===== config.mk =====
export PLATFORM = sky130hd
export DESIGN_NAME = cpu_io_tx_flat
export DESIGN_NICKNAME = d
export VERILOG_FILES = /design/src/rtl/cpu_io_tx_pkg.sv /design/src/rtl/cpu_io_tx_if.sv /design/src/rtl/cpu_tx_shifter.sv /design/src/rtl/cpu_io_tx.sv /design/src/flat_wrapper.sv
export SDC_FILE = /design/constraint.sdc
export NUM_CORES = 1
export LEC_CHECK = 0
export CORE_MARGIN = 5
export CORE_UTILIZATION = 23
export CTS_CLUSTER_SIZE = 30
export DETAILED_ROUTE_END_ITERATION = 8
export PLACE_DENSITY = 0.53
export SLEW_MARGIN = 20
export SYNTH_ARGS = -nofsm -noshare
export SYNTH_HDL_FRONTEND = slang
export SYNTH_SLANG_ARGS = --single-unit

===== constraint.sdc =====
create_clock -name clk_i -period 1.8 [get_ports clk_i]
set_input_delay 0.45 -clock clk_i [delete_from_list [all_inputs] [get_ports clk_i]]
set_output_delay 0.45 -clock clk_i [all_outputs]
set_load 0.01 [all_outputs]

===== src/rtl/cpu_io_tx_pkg.sv =====
// cpu_io_tx shared types: FSM state encoding and field widths.
// SOF and the two gaps are single-state, single-cycle phases.
package cpu_io_tx_pkg;

    localparam int DEF_BYTE_W = 8;
    localparam int DEF_NIB_W  = 4;
    localparam int CNT_W      = 4;

    typedef enum logic [2:0] {
        ST_IDLE     = 3'd0,
        ST_SOF      = 3'd1,
        ST_SEND_B0  = 3'd2,
        ST_GAP0     = 3'd3,
        ST_SEND_B1  = 3'd4,
        ST_GAP1     = 3'd5,
        ST_SEND_NIB = 3'd6,
        ST_DONE     = 3'd7
    } tx_state_e;

    function automatic logic [CNT_W-1:0] last_idx(input int w);
        return CNT_W'(w - 1);
    endfunction

endpackage


===== src/rtl/cpu_io_tx_if.sv =====
// Request/serial-output bundle between the CPU side and cpu_io_tx.
// master = requester (CPU or bench), slave = transmitter.
interface cpu_io_tx_if
    import cpu_io_tx_pkg::*;
#(
    parameter int BYTE_W = DEF_BYTE_W,
    parameter int NIB_W  = DEF_NIB_W
);
    logic              tx_start_i;
    logic [BYTE_W-1:0] byte0_i;
    logic [BYTE_W-1:0] byte1_i;
    logic [NIB_W-1:0]  nib_i;
    logic              tx_sof_o;
    logic              tx_bit_o;
    logic              tx_valid_o;
    logic              tx_busy_o;
    logic              tx_done_o;

    modport master (
        output tx_start_i, byte0_i, byte1_i, nib_i,
        input  tx_sof_o, tx_bit_o, tx_valid_o, tx_busy_o, tx_done_o
    );

    modport slave (
        input  tx_start_i, byte0_i, byte1_i, nib_i,
        output tx_sof_o, tx_bit_o, tx_valid_o, tx_busy_o, tx_done_o
    );
endinterface


===== src/rtl/cpu_tx_shifter.sv =====
// Parallel-load shift register; ser_o is the bit currently at the
// outgoing edge, advanced by one position per shift_i.
module cpu_tx_shifter #(
    parameter int WIDTH     = 8,
    parameter int MSB_FIRST = 1
) (
    input  logic             clk_i,
    input  logic             rst_ni,
    input  logic             load_i,
    input  logic [WIDTH-1:0] data_i,
    input  logic             shift_i,
    output logic             ser_o
);
    logic [WIDTH-1:0] data_q;
    logic [WIDTH-1:0] data_d;

    always_comb begin
        data_d = data_q;
        if (load_i) begin
            data_d = data_i;
        end else if (shift_i) begin
            data_d = (MSB_FIRST != 0) ? (data_q << 1) : (data_q >> 1);
        end
    end

    always_ff @(posedge clk_i) begin
        if (!rst_ni) begin
            data_q <= '0;
        end else begin
            data_q <= data_d;
        end
    end

    assign ser_o = (MSB_FIRST != 0) ? data_q[WIDTH-1] : data_q[0];
endmodule


===== src/rtl/cpu_io_tx.sv =====
// Framed serial transmitter: SOF, byte0, gap, byte1, gap, nibble, done.
// Outputs decode only from registered state and shifter contents.
module cpu_io_tx
    import cpu_io_tx_pkg::*;
#(
    parameter int BYTE_W    = DEF_BYTE_W,
    parameter int NIB_W     = DEF_NIB_W,
    parameter int MSB_FIRST = 1
) (
    input logic         clk_i,
    input logic         rst_ni,
    cpu_io_tx_if.slave  tx
);
    localparam logic [CNT_W-1:0] B_LAST = last_idx(BYTE_W);
    localparam logic [CNT_W-1:0] N_LAST = last_idx(NIB_W);

    tx_state_e        state_q, state_d;
    logic [CNT_W-1:0] cnt_q, cnt_d;
    logic             load;
    logic             ser_b0, ser_b1, ser_nib;

    assign load = (state_q == ST_IDLE) && tx.tx_start_i;

    cpu_tx_shifter #(.WIDTH(BYTE_W), .MSB_FIRST(MSB_FIRST)) u_sh_b0 (
        .clk_i   (clk_i),
        .rst_ni  (rst_ni),
        .load_i  (load),
        .data_i  (tx.byte0_i),
        .shift_i (state_q == ST_SEND_B0),
        .ser_o   (ser_b0)
    );

    cpu_tx_shifter #(.WIDTH(BYTE_W), .MSB_FIRST(MSB_FIRST)) u_sh_b1 (
        .clk_i   (clk_i),
        .rst_ni  (rst_ni),
        .load_i  (load),
        .data_i  (tx.byte1_i),
        .shift_i (state_q == ST_SEND_B1),
        .ser_o   (ser_b1)
    );

    cpu_tx_shifter #(.WIDTH(NIB_W), .MSB_FIRST(MSB_FIRST)) u_sh_nib (
        .clk_i   (clk_i),
        .rst_ni  (rst_ni),
        .load_i  (load),
        .data_i  (tx.nib_i),
        .shift_i (state_q == ST_SEND_NIB),
        .ser_o   (ser_nib)
    );

    // Counter only runs inside SEND states; every other state clears it.
    always_comb begin
        state_d = state_q;
        cnt_d   = '0;
        case (state_q)
            ST_IDLE:     if (tx.tx_start_i) state_d = ST_SOF;
            ST_SOF:      state_d = ST_SEND_B0;
            ST_SEND_B0:
                if (cnt_q == B_LAST) state_d = ST_GAP0;
                else                 cnt_d   = cnt_q + 1'b1;
            ST_GAP0:     state_d = ST_SEND_B1;
            ST_SEND_B1:
                if (cnt_q == B_LAST) state_d = ST_GAP1;
                else                 cnt_d   = cnt_q + 1'b1;
            ST_GAP1:     state_d = ST_SEND_NIB;
            ST_SEND_NIB:
                if (cnt_q == N_LAST) state_d = ST_DONE;
                else                 cnt_d   = cnt_q + 1'b1;
            ST_DONE:     state_d = ST_IDLE;
            default:     state_d = ST_IDLE;
        endcase
    end

    always_ff @(posedge clk_i) begin
        if (!rst_ni) begin
            state_q <= ST_IDLE;
            cnt_q   <= '0;
        end else begin
            state_q <= state_d;
            cnt_q   <= cnt_d;
        end
    end

    always_comb begin
        tx.tx_sof_o   = 1'b0;
        tx.tx_bit_o   = 1'b0;
        tx.tx_valid_o = 1'b0;
        tx.tx_busy_o  = 1'b1;
        tx.tx_done_o  = 1'b0;
        case (state_q)
            ST_IDLE:     tx.tx_busy_o = 1'b0;
            ST_SOF:      tx.tx_sof_o  = 1'b1;
            ST_SEND_B0:  begin tx.tx_valid_o = 1'b1; tx.tx_bit_o = ser_b0;  end
            ST_SEND_B1:  begin tx.tx_valid_o = 1'b1; tx.tx_bit_o = ser_b1;  end
            ST_SEND_NIB: begin tx.tx_valid_o = 1'b1; tx.tx_bit_o = ser_nib; end
            ST_DONE:     tx.tx_done_o = 1'b1;
            ST_GAP0, ST_GAP1: ;
            default:     tx.tx_busy_o = 1'b0;
        endcase
    end
endmodule


===== src/flat_wrapper.sv =====
// flat-port wrapper written by rule: the top's interface ports become plain ports
module cpu_io_tx_flat import cpu_io_tx_pkg::*;
#(
    parameter int BYTE_W    = DEF_BYTE_W,
    parameter int NIB_W     = DEF_NIB_W,
    parameter int MSB_FIRST = 1
)
  (clk_i, rst_ni, tx_tx_start_i, tx_byte0_i, tx_byte1_i, tx_nib_i, tx_tx_sof_o, tx_tx_bit_o, tx_tx_valid_o, tx_tx_busy_o, tx_tx_done_o);
  cpu_io_tx_if #(.BYTE_W(BYTE_W), .NIB_W(NIB_W)) tx_i ();
  input logic clk_i;
  input logic rst_ni;
  input wire logic [$bits(tx_i.tx_start_i)-1:0] tx_tx_start_i;
  input wire logic [$bits(tx_i.byte0_i)-1:0] tx_byte0_i;
  input wire logic [$bits(tx_i.byte1_i)-1:0] tx_byte1_i;
  input wire logic [$bits(tx_i.nib_i)-1:0] tx_nib_i;
  output wire logic [$bits(tx_i.tx_sof_o)-1:0] tx_tx_sof_o;
  output wire logic [$bits(tx_i.tx_bit_o)-1:0] tx_tx_bit_o;
  output wire logic [$bits(tx_i.tx_valid_o)-1:0] tx_tx_valid_o;
  output wire logic [$bits(tx_i.tx_busy_o)-1:0] tx_tx_busy_o;
  output wire logic [$bits(tx_i.tx_done_o)-1:0] tx_tx_done_o;
  assign tx_i.tx_start_i = tx_tx_start_i;
  assign tx_i.byte0_i = tx_byte0_i;
  assign tx_i.byte1_i = tx_byte1_i;
  assign tx_i.nib_i = tx_nib_i;
  assign tx_tx_sof_o = tx_i.tx_sof_o;
  assign tx_tx_bit_o = tx_i.tx_bit_o;
  assign tx_tx_valid_o = tx_i.tx_valid_o;
  assign tx_tx_busy_o = tx_i.tx_busy_o;
  assign tx_tx_done_o = tx_i.tx_done_o;
  cpu_io_tx #(.BYTE_W(BYTE_W), .NIB_W(NIB_W), .MSB_FIRST(MSB_FIRST)) u_core (.clk_i(clk_i), .rst_ni(rst_ni), .tx(tx_i));
endmodule

==> key figures <==
Job
  • Max-Cap Viols: 0

Setup path
  • Peak fanout along the critical path: 12
  • Crit path cell chain: clkdlybuf4s50_1 > or4b_4 > o21ai_1 > a31oi_1
  • WS Path Type: primary input to register
  • Worst path required time: between 1.5 and 2 ns
  • Critical path's largest stage delay: 0.61 ns
  • Worst Path Arrival: 1.88 ns
  • Critical path launch point type: primary input
  • Delay-heaviest family, CP: simple AND/OR/NAND/NOR gates
  • Critical-path top delay cell: or4b_4
  • CP Capture Type: register
  • Worst path bufs/invs: 1

Synth
  • Post-synthesis sequential area ratio: 0.406
  • Distinct cells, synth: 41
  • Syn Inst Count: between 100 and 150
  • Post-synth net total: between 150 and 200
  • Yosys reg bits: 27
  • Synth Cell Area: about 0.0013 sq mm
  • Warnings from Yosys: 0
  • Avg Inst Size Synth: 9.13 sq um

Placement
  • Post-DP HPWL: ~2300 um
  • Count of buffers from port buffering: 27
  • Routability cong.: 0.683
  • DP Worst Slack: -0.285 ns
  • Placed inst area: 0.00172 sq mm

Global routing
  • All-Layer GR Usage: 0.0859
  • GRT overflow: 0
  • Vias in the first global route: ~1,100
  • First-pass GRT wire length: 5130 um
  • Largest net degree at the start of global routing: 25
  • Initial antenna violation count: 0

Route
  • Routed len/inst: around 13 um
  • Total Wirelength: 3220 um
  • Avg Vias per Cell: approximately 4.6
  • ANT nets after route: 0
  • Via count: 1,166
  • DR iter-0 viols: 102
  • Pre-antenna DRT Iters: 4
  • Drc violations: 0

Floorplanning
  • Initial Util: 0.239
  • Number of cell rows: 27
  • Die width: 86.1 um
  • Die Span Y: 86.1 um
  • Die area: between 0.007 and 0.008 sq mm
  • Core area: ~0.0056 sq mm
  • I/O Pins: 28

STA
  • RSZ-0062 raised after global routing: no
  • Clock skew: 0.00567 ns
  • Hold slack: between 0.4 and 0.5 ns
  • Fin crit period: 1.72 ns
  • Final setup margin: 0.0758 ns
  • Peak Freq: a little under 0.6 GHz
  • Final worst path period share: 0.958
  • Hold Violations, Final: 0
  • Max-slew violation count: 0
  • Max-Slew Margin vs Limit: 0.789
  • Worst Tran Pin Value: ~0.32 ns
  • # setup viols final: 0

Clocking
  • Maximum clock insertion buffer count: 2
  • Hold_buf cts: 0
  • TritonCTS sink count: 27
  • Number of H-tree levels: 1
  • Clk slew on worst S/H paths: 0.09 ns
  • Inserted Clock Buffers: 3
  • Clk Latency, worst-skew pair: 0.27 ns
  • Setup Buffers After CTS: 0
  • CTS tree: yes
  • CTS root buffer: clkbuf_8

Pwr
  • Peak supply drop: between 0.3 and 0.4 mV
  • Leak: 0.715 nW
  • Cell Pwr Density: 740 mW/mm^2

Status
  • Outcome: finished, final reports clean

Cells and area
  • Layout cells sized above 1: 0.204
  • Seq. cell area: 543 sq um
  • Antenna cells: 0
  • Final instance area: 0.00178 sq mm
  • Synth-to-layout area growth: 33.6%
  • Final net count: 206
  • Final Util: 0.319
  • Fillers: just under 600
  • Multi-input logic area: between 700 and 800 sq um

Min path
  • Hold crit path type: register to register
-- cell usage after synthesis, drive strengths merged --
library cell  count  area share
nand2b            2      0.0094
a31oi             8       0.038
mux2              1      0.0085
nand3             2      0.0075
or4b              2       0.018
nor3b             3       0.017
nor2b             1      0.0047
nor3              3       0.011
dfxtp            27        0.41
nand3b            4       0.023
nand4             3       0.019
a221o             7       0.053
or3               2      0.0094
and3              8       0.038
ha                1      0.0094
and2              1      0.0047
nor2              6       0.017
clkbuf            2      0.0056
or2               1      0.0047
o21ai            11       0.055
or3b              1      0.0066
mux2i             3       0.023
a21bo             1      0.0075
xor2              2       0.013
o32ai             1      0.0066
a211o             1      0.0066
o211ai            1      0.0094
inv               1      0.0028
xnor2             3       0.020
and3b             1      0.0066
a21oi             6       0.023
or4bb             1      0.0085
buf              10       0.057
nand2            19       0.054
-- per-layer routing --
layer | wire (um) | vias to the layer above | share of wire | track usage
met1 | 1630 | 534 | 0.51 | 0.118
met3 | 154 | 2 | 0.048 | 0.0298
met5 | 0 | - | 0 | 0
li1 | - | 607 | - | -
met4 | 19 | 0 | 0.0059 | 0.0173
met2 | 1420 | 23 | 0.44 | 0.130
-- cell usage in the layout (no fill, tap or decap), types with 4 or more instances in the layout --
cell type / netlist / layout
dfxtp_1: 27 / 25
clkdlybuf4s50_1: 0 / 22
nand2_1: 19 / 19
buf_4: 1 / 15
and3_1: 8 / 8
a31oi_1: 8 / 8
a221o_1: 7 / 7
nor2_1: 6 / 5
a21oi_1: 6 / 5
o21ai_2: 5 / 5
nand3b_1: 4 / 4
-- final timing paths --
| kind | start | slack [ns] | to | cells after the start |
|---|---|---|---|---|
| min | u_core.u_sh_b0.data_q[0]$_SDFFE_PN0P_ | 0.47 | u_core.u_sh_b0.data_q[0]$_SDFFE_PN0P_ | 2 |
| max | tx_tx_start_i | 0.08 | u_core.u_sh_b0.data_q[2]$_SDFFE_PN0P_ | 4 |
| max reg2reg | u_core.state_q[1]$_SDFFE_PN0P_ | 0.10 | u_core.u_sh_b0.data_q[2]$_SDFFE_PN0P_ | 5 |
| min reg2reg | u_core.u_sh_b0.data_q[0]$_SDFFE_PN0P_ | 0.47 | u_core.u_sh_b0.data_q[0]$_SDFFE_PN0P_ | 2 |
-- registers in the layout, summed over array words and instances (netlist names) --
register / flops
u_core.u_sh_nib.data_q: 4
u_core.u_sh_b0.data_q: 8
u_core.cnt_q: 4
u_core.state_q: 3
u_core.u_sh_b1.data_q: 8
-- where the power goes --
| group | total [W] | switching, W | internal (W) |
|---|---|---|---|
| Clock | 0.000344 | 0.000186 | 0.000159 |
| Combinational | 0.000292 | 0.000138 | 0.000154 |
| Sequential | 0.000681 | 0.0000310 | 0.000650 |
-- layout make-up --
class                      instances  area share
clock buffer                       4      0.0253
inverter                           1     0.00211
multi-input combinational        107       0.410
sequential                        27       0.305
tap                               72      0.0506
timing repair buffer              42       0.207
-- metrics by stage --
stage | cells | TNS [ns] | total power, W
5_1_grt | 253 | 0 | 0.00140
2_1_floorplan | 146 | 0 | 0.000866
4_1_cts | 252 | 0 | 0.00132
3_3_place_gp | 248 | -3.66 | 0.000979
3_5_place_dp | 248 | -3.79 | 0.000981
6_report | 253 | 0 | 0.00132
-- cell families after synthesis --
family | synth area share
muxes | 0.0310
adders and majority gates | 0.00939
buffers and inverters | 0.0657
and+or+nand+nor | 0.257
AOI/OAI and AO/OA | 0.198
DFF | 0.406
xor gates and xnor gates | 0.0329
-- worst reg2reg max path: stages (launching register included) --
cell and delay (ns):
dfxtp_2 0.35, buf_4 0.15, buf_4 0.18, or4b_4 0.66
o21ai_1 0.20, a31oi_1 0.06
-- what timing repair did --
| action | 4_1_cts | 5_1_grt |
|---|---|---|
| pin swaps | 0 | 1 |
| resized for setup | 10 | 6 |
| setup endpoints to repair | 6 | 5 |
| endpoints found under the hold margin | 0 | 0 |
| cloned | 0 | 1 |
Note: power is estimated with default switching activity, not from simulation.
